--- src/rtl/multi_deque.sv ---
// multi_deque: CHANNELS independent double-ended queues sharing one command port.
// Each deque is a circular buffer with head (front word), tail (next free slot
// after the back word) and an occupancy counter. Only the deque addressed by
// sel can change in a cycle. The peek, count, empty and full outputs are
// decoded combinationally from the registered state.
module multi_deque #(
    parameter int WIDTH    = 8,
    parameter int CHANNELS = 4,
    parameter int DEPTH    = 8
) (
    input  logic                          clk,
    input  logic                          rst_n,
    input  logic [$clog2(CHANNELS)-1:0]   sel,
    input  logic                          end_select,
    input  logic                          push,
    input  logic                          pop,
    input  logic                          clear,
    input  logic [WIDTH-1:0]              data_in,
    output logic [WIDTH-1:0]              data_out,
    output logic [$clog2(DEPTH):0]        count,
    output logic [CHANNELS-1:0]           empty,
    output logic [CHANNELS-1:0]           full,
    output logic [CHANNELS-1:0]           overflow,
    output logic [CHANNELS-1:0]           underflow
);

    localparam int SEL_W = $clog2(CHANNELS);
    localparam int PTR_W = $clog2(DEPTH);
    localparam int CNT_W = PTR_W + 1;

    // Storage and per-deque bookkeeping
    logic [WIDTH-1:0] mem_r   [CHANNELS][DEPTH];
    logic [PTR_W-1:0] head_r  [CHANNELS];
    logic [PTR_W-1:0] tail_r  [CHANNELS];
    logic [CNT_W-1:0] count_r [CHANNELS];
    logic [CHANNELS-1:0] ovf_r;
    logic [CHANNELS-1:0] udf_r;

    // Decoded view of the addressed deque
    logic             sel_ok_s;
    logic [SEL_W-1:0] sel_idx_s;
    logic [PTR_W-1:0] cur_head_s;
    logic [PTR_W-1:0] cur_tail_s;
    logic [PTR_W-1:0] back_idx_s;
    logic [CNT_W-1:0] cur_count_s;
    logic             cur_empty_s;
    logic             cur_full_s;
    logic [WIDTH-1:0] peek_s;
    logic [CHANNELS-1:0] hit_s;

    // Next state for the addressed deque
    logic [PTR_W-1:0] nxt_head_s;
    logic [PTR_W-1:0] nxt_tail_s;
    logic [CNT_W-1:0] nxt_count_s;
    logic             set_ovf_s;
    logic             set_udf_s;
    logic             do_clr_s;
    logic             wr_en_s;
    logic [PTR_W-1:0] wr_addr_s;

    // Address decode and peek of the selected end of the selected deque
    always_comb begin
        sel_ok_s    = (32'(sel) < 32'(CHANNELS));
        sel_idx_s   = sel_ok_s ? sel : {SEL_W{1'b0}};
        cur_head_s  = head_r[sel_idx_s];
        cur_tail_s  = tail_r[sel_idx_s];
        cur_count_s = count_r[sel_idx_s];
        back_idx_s  = cur_tail_s - {{(PTR_W-1){1'b0}}, 1'b1};
        cur_empty_s = (cur_count_s == {CNT_W{1'b0}});
        cur_full_s  = (cur_count_s == CNT_W'(DEPTH));
        if (end_select) begin
            peek_s = mem_r[sel_idx_s][back_idx_s];
        end else begin
            peek_s = mem_r[sel_idx_s][cur_head_s];
        end
        if (sel_ok_s && !cur_empty_s) begin
            data_out = peek_s;
        end else begin
            data_out = {WIDTH{1'b0}};
        end
        if (sel_ok_s) begin
            count = cur_count_s;
        end else begin
            count = {CNT_W{1'b0}};
        end
    end

    // One-hot of the deque allowed to change this cycle
    always_comb begin
        for (int i = 0; i < CHANNELS; i++) begin
            hit_s[i] = sel_ok_s && (sel_idx_s == SEL_W'(i));
        end
    end

    // Command decode: clear beats push/pop; push+pop on a non-empty deque overwrites
    always_comb begin
        nxt_head_s  = cur_head_s;
        nxt_tail_s  = cur_tail_s;
        nxt_count_s = cur_count_s;
        set_ovf_s   = 1'b0;
        set_udf_s   = 1'b0;
        do_clr_s    = 1'b0;
        wr_en_s     = 1'b0;
        wr_addr_s   = cur_head_s;
        if (!sel_ok_s) begin
            do_clr_s = 1'b0;
        end else if (clear) begin
            do_clr_s = 1'b1;
        end else if (push && pop && !cur_empty_s) begin
            wr_en_s   = 1'b1;
            wr_addr_s = end_select ? back_idx_s : cur_head_s;
        end else if (push) begin
            if (cur_full_s) begin
                set_ovf_s = 1'b1;
            end else if (end_select) begin
                wr_en_s     = 1'b1;
                wr_addr_s   = cur_tail_s;
                nxt_tail_s  = cur_tail_s + {{(PTR_W-1){1'b0}}, 1'b1};
                nxt_count_s = cur_count_s + {{(CNT_W-1){1'b0}}, 1'b1};
            end else begin
                wr_en_s     = 1'b1;
                wr_addr_s   = cur_head_s - {{(PTR_W-1){1'b0}}, 1'b1};
                nxt_head_s  = cur_head_s - {{(PTR_W-1){1'b0}}, 1'b1};
                nxt_count_s = cur_count_s + {{(CNT_W-1){1'b0}}, 1'b1};
            end
        end else if (pop) begin
            if (cur_empty_s) begin
                set_udf_s = 1'b1;
            end else if (end_select) begin
                nxt_tail_s  = back_idx_s;
                nxt_count_s = cur_count_s - {{(CNT_W-1){1'b0}}, 1'b1};
            end else begin
                nxt_head_s  = cur_head_s + {{(PTR_W-1){1'b0}}, 1'b1};
                nxt_count_s = cur_count_s - {{(CNT_W-1){1'b0}}, 1'b1};
            end
        end else begin
            do_clr_s = 1'b0;
        end
    end

    // Pointer, count and sticky-flag registers; reset empties every deque at once
    always_ff @(posedge clk or negedge rst_n) begin
        if (!rst_n) begin
            for (int i = 0; i < CHANNELS; i++) begin
                head_r[i]  <= {PTR_W{1'b0}};
                tail_r[i]  <= {PTR_W{1'b0}};
                count_r[i] <= {CNT_W{1'b0}};
            end
            ovf_r <= {CHANNELS{1'b0}};
            udf_r <= {CHANNELS{1'b0}};
        end else begin
            for (int i = 0; i < CHANNELS; i++) begin
                if (hit_s[i]) begin
                    if (do_clr_s) begin
                        head_r[i]  <= {PTR_W{1'b0}};
                        tail_r[i]  <= {PTR_W{1'b0}};
                        count_r[i] <= {CNT_W{1'b0}};
                        ovf_r[i]   <= 1'b0;
                        udf_r[i]   <= 1'b0;
                    end else begin
                        head_r[i]  <= nxt_head_s;
                        tail_r[i]  <= nxt_tail_s;
                        count_r[i] <= nxt_count_s;
                        ovf_r[i]   <= ovf_r[i] | set_ovf_s;
                        udf_r[i]   <= udf_r[i] | set_udf_s;
                    end
                end
            end
        end
    end

    // Word storage; contents are never reset, only the bookkeeping is
    always_ff @(posedge clk) begin
        if (wr_en_s) begin
            mem_r[sel_idx_s][wr_addr_s] <= data_in;
        end
    end

    // Per-deque status flags decoded from the count registers
    always_comb begin
        for (int i = 0; i < CHANNELS; i++) begin
            empty[i] = (count_r[i] == {CNT_W{1'b0}});
            full[i]  = (count_r[i] == CNT_W'(DEPTH));
        end
    end

    assign overflow  = ovf_r;
    assign underflow = udf_r;

endmodule

--- config.mk ---
export PLATFORM = sky130hd
export DESIGN_NAME = multi_deque
export DESIGN_NICKNAME = d
export VERILOG_FILES = /design/src/rtl/multi_deque.sv
export SDC_FILE = /design/constraint.sdc
export NUM_CORES = 1
export LEC_CHECK = 0
export ABC_CLOCK_PERIOD_IN_PS = 3400
export BUFFER_PORTS_ARGS = -buffer_cell sky130_fd_sc_hd__buf_4
export CORE_MARGIN = 2
export CORE_UTILIZATION = 40
export DETAILED_ROUTE_END_ITERATION = 8
export REMOVE_ABC_BUFFERS = 1
export SLEW_MARGIN = 25
export SYNTH_ARGS = -nofsm -noshare
export SYNTH_HDL_FRONTEND = slang
export SYNTH_SLANG_ARGS = --single-unit
--- constraint.sdc ---
create_clock -name clk -period 3.4 [get_ports clk]
set_input_delay 0.34 -clock clk [delete_from_list [all_inputs] [get_ports clk]]
set_output_delay 0.34 -clock clk [all_outputs]
set_load 0.01 [all_outputs]
==> key figures <==
Worst setup path
  • Worst Path Arrival: 2970 ps
  • Worst Path Required: 3060 ps
  • R2R setup slack: 120 ps
  • Setup CP Type: reg -> out
  • CP top delay family: compound AO/OA/AOI/OAI gates
  • Startpoint type of the worst setup path: flop
  • CP endpoint kind: output pin
  • Crit-path max FO: 8
  • CP max-delay cell: mux4_2
  • Worst Path Buf+Inv: 2
  • Critical-path cell list: mux4_2 > inv_2 > ha_4 > or3_4 > o22ai_1 > a21oi_1 > a31oi_1 > buf_4
  • Max stage delay on crit path: 490 ps

Pwr
  • P_leak: 0.00557 uW
  • Worst IR Drop VDD: 0.457 mV
  • Power Total: 9790 uW
  • Pwr dens: 619 nW/um^2

Synthesis
  • Synth Area in XOR/XNOR: 0.590%
  • Synth Area in Adders: 0.562%
  • Largest family of logic cells by synthesized area: multiplexers
  • Simple-Gate Fraction of Synth Area: 4.73%
  • Area share of the largest cell type after synthesis: 57.5%
  • Post-synthesis cell type count: 54
  • Synth area leaders: edfxtp_1 58%, mux4_2 12%, dfrtp_1 9.0%, mux2i_1 4.6%, mux2_2 1.8%
  • Syn_area_per_cell: 16.5 sq um
  • Register area share after synthesis: 66.5%
  • Multiplexer share of the synthesized area: 19.1%
  • Ys flop type: edfxtp_1
  • Post-synth top area cell: edfxtp_1
  • Compound-Gate Fraction of Synth Area: 6.58%
  • Cell count after synthesis: 810
  • Ys async rst share: 15.8%
  • Syn Std Cell Area: 13400 sq um
  • FF+latch count, synth: 304
  • Yosys warnings: 0
  • EDFF count, synth: 256

Cells and area
  • Fin util: 48.4%
  • Sequential Area: 8890 sq um
  • Most common cell after layout, fill and taps aside: edfxtp_1
  • Layout cells sized above 1: 30.2%
  • Multi-input logic area: 4310 sq um
  • P&R area growth vs syn: 18.4%
  • Most frequent cells in the layout: 256 x edfxtp_1, 128 x buf_4, 74 x mux4_2
  • FILL cells: 2850
  • Nets: 951
  • Finished Layout Cells: 1395
  • N_diodes: 0

Clocking
  • Clk_lat worst skew: 580 ps
  • Clock Sinks: 304
  • CTS tree: built
  • Clk root buf: clkbuf_16
  • CTS H-tree depth: 1
  • Total CTS buffers: 31
  • Reg clk slew, reported paths: 60 ps
  • Worst-case clock buffer depth: 3

Global routing
  • Vias in the first global route: 7966
  • Overflow left after global routing: 0
  • First-pass GRT wire length: 51000 um
  • Initial antenna violation count: 0
  • Tot GR Track Use: 19.3%
  • Largest net degree at the start of global routing: 51

Route
  • Drt via density: 5.71
  • Detailed Routing Iterations Pass 1: 7
  • DRC viols: 0
  • Final wirelength: 33500 um
  • Vias: 7971
  • Final ANT Viol Nets: 0
  • Wire per inst: 24.0 um
  • DRT iter0 DRCs: 646

STA
  • Final setup viols: 0
  • Worst slew pin tran: 736 ps
  • Maximum clock frequency: 302 MHz
  • Slew headroom: 50.9%
  • Hold_ws: 139 ps
  • Hold Fails Final Rpt: 0
  • Tmin final: 3310 ps
  • Period Utilization, post-route: 97.4%
  • Final worst slack: 88.1 ps
  • Final Max Tran Viols: 0
  • Final Skew: 11.3 ps

Job
  • Max Cap Viol: 0

Placed design
  • Routability cong.: 0.825
  • DP Worst Slack: -2.82 ps
  • Post-Place Cells: 1328
  • Dpl hpwl: 21900 um
  • Port Buffers: 43

Floorplanning
  • Die area: 34900 sq um
  • Core area: 32700 sq um
  • Initial Util: 40.9%
  • Chip width: 187 um
  • I/O pin count: 44
  • Die Y-Extent: 187 um
  • # rows: 66

Worst hold path
  • Hold/Removal Path Class: in -> reg

Run status
  • Status: complete, no violations
-- timing repair --
item / in CTS / in global routing
buffers inserted: 3 / 6
resized for setup: 12 / 5
endpoints found under the setup margin: 8 / 264
hold buffers: 1 / 0
pin swaps: 4 / 7
hold endpoints to repair: 48 / 0
-- area by class of cell --
cell class              instances  area share [%]
flip-flops and latches        304            56.2
multi-input cells             445            27.2
repair buffers                131            6.33
clock buffers                  42            5.29
well taps                     442            3.49
clock inverters                15            1.09
inverters                      16           0.380
-- cell families after synthesis --
group           Yosys count
xor+xnor                  9
mux                     159
compound gates          131
flops                   304
simple gates            140
buf+inv                  61
fa+ha+maj                 6
-- through the flow --
stage | setup TNS, ps | instance area, sq um
after floorplan | 0 | 13200
after global placement | 0 | 14600
after detailed placement | -17.3 | 14600
after CTS | 0 | 15700
after global routing | -2.05 | 15800
final | 0 | 15800
-- metal layers --
layer / track usage (%) / wire length [um] / part of all wire [%] / up-vias
met5: 0 / 0 / 0 / -
met4: 6.11 / 963 / 2.9 / 0
met1: 26.5 / 14300 / 43 / 4134
li1: - / - / - / 3500
met2: 31.1 / 16200 / 48 / 278
met3: 3.59 / 2050 / 6.1 / 59
-- cell usage after synthesis (all sizes together), types with 2 or more instances --
cell type and n:
nand2 40, mux2i 61, dfrtp 48, clkbuf 17, a31oi 9, ha 6, o31ai 7, or3 4
edfxtp 256, nand2b 8, mux2 24, a211oi 2, nand4 3, a211o 2, o21ai 22, or2 2
xnor2 7, a21oi 28, nor2 60, mux4 74, and3 5, xor2 2, a32o 2, nor2b 4
nor3 2, nor4b 4, o221ai 2, a22o 13, buf 28, o22ai 28, inv 15, o211ai 2
a221oi 4, nor4 5, and2 2
-- sequential cells by signal, indices dropped and copies added, names as in the netlist --
| register | cells |
|---|---|
| count_r | 16 |
| head_r | 12 |
| mem_r | 256 |
| overflow | 4 |
| tail_r | 12 |
| underflow | 4 |
-- final timing paths --
| kind | start | to | cells after the start |
|---|---|---|---|
| hold reg to reg | tail_r[7] | tail_r[7] | 2 |
| setup reg to reg | count_r[4] | mem_r[3][0] | 10 |
| min in group asynchronous | rst_n | overflow[3] | 2 |
| hold / removal | clear | overflow[0] | 2 |
| setup / recovery | tail_r[9] | data_out[7] | 8 |
| max in group asynchronous | rst_n | tail_r[0] | 2 |
-- where the power goes --
| part | internal, uW | total (uW) | switching, uW |
|---|---|---|---|
| clock network | 1960 | 3380 | 1420 |
| logic | 934 | 2100 | 1160 |
| registers | 4200 | 4310 | 106 |
| total | 7100 | 9790 | 2690 |
Power figures use the tool's default switching activity.
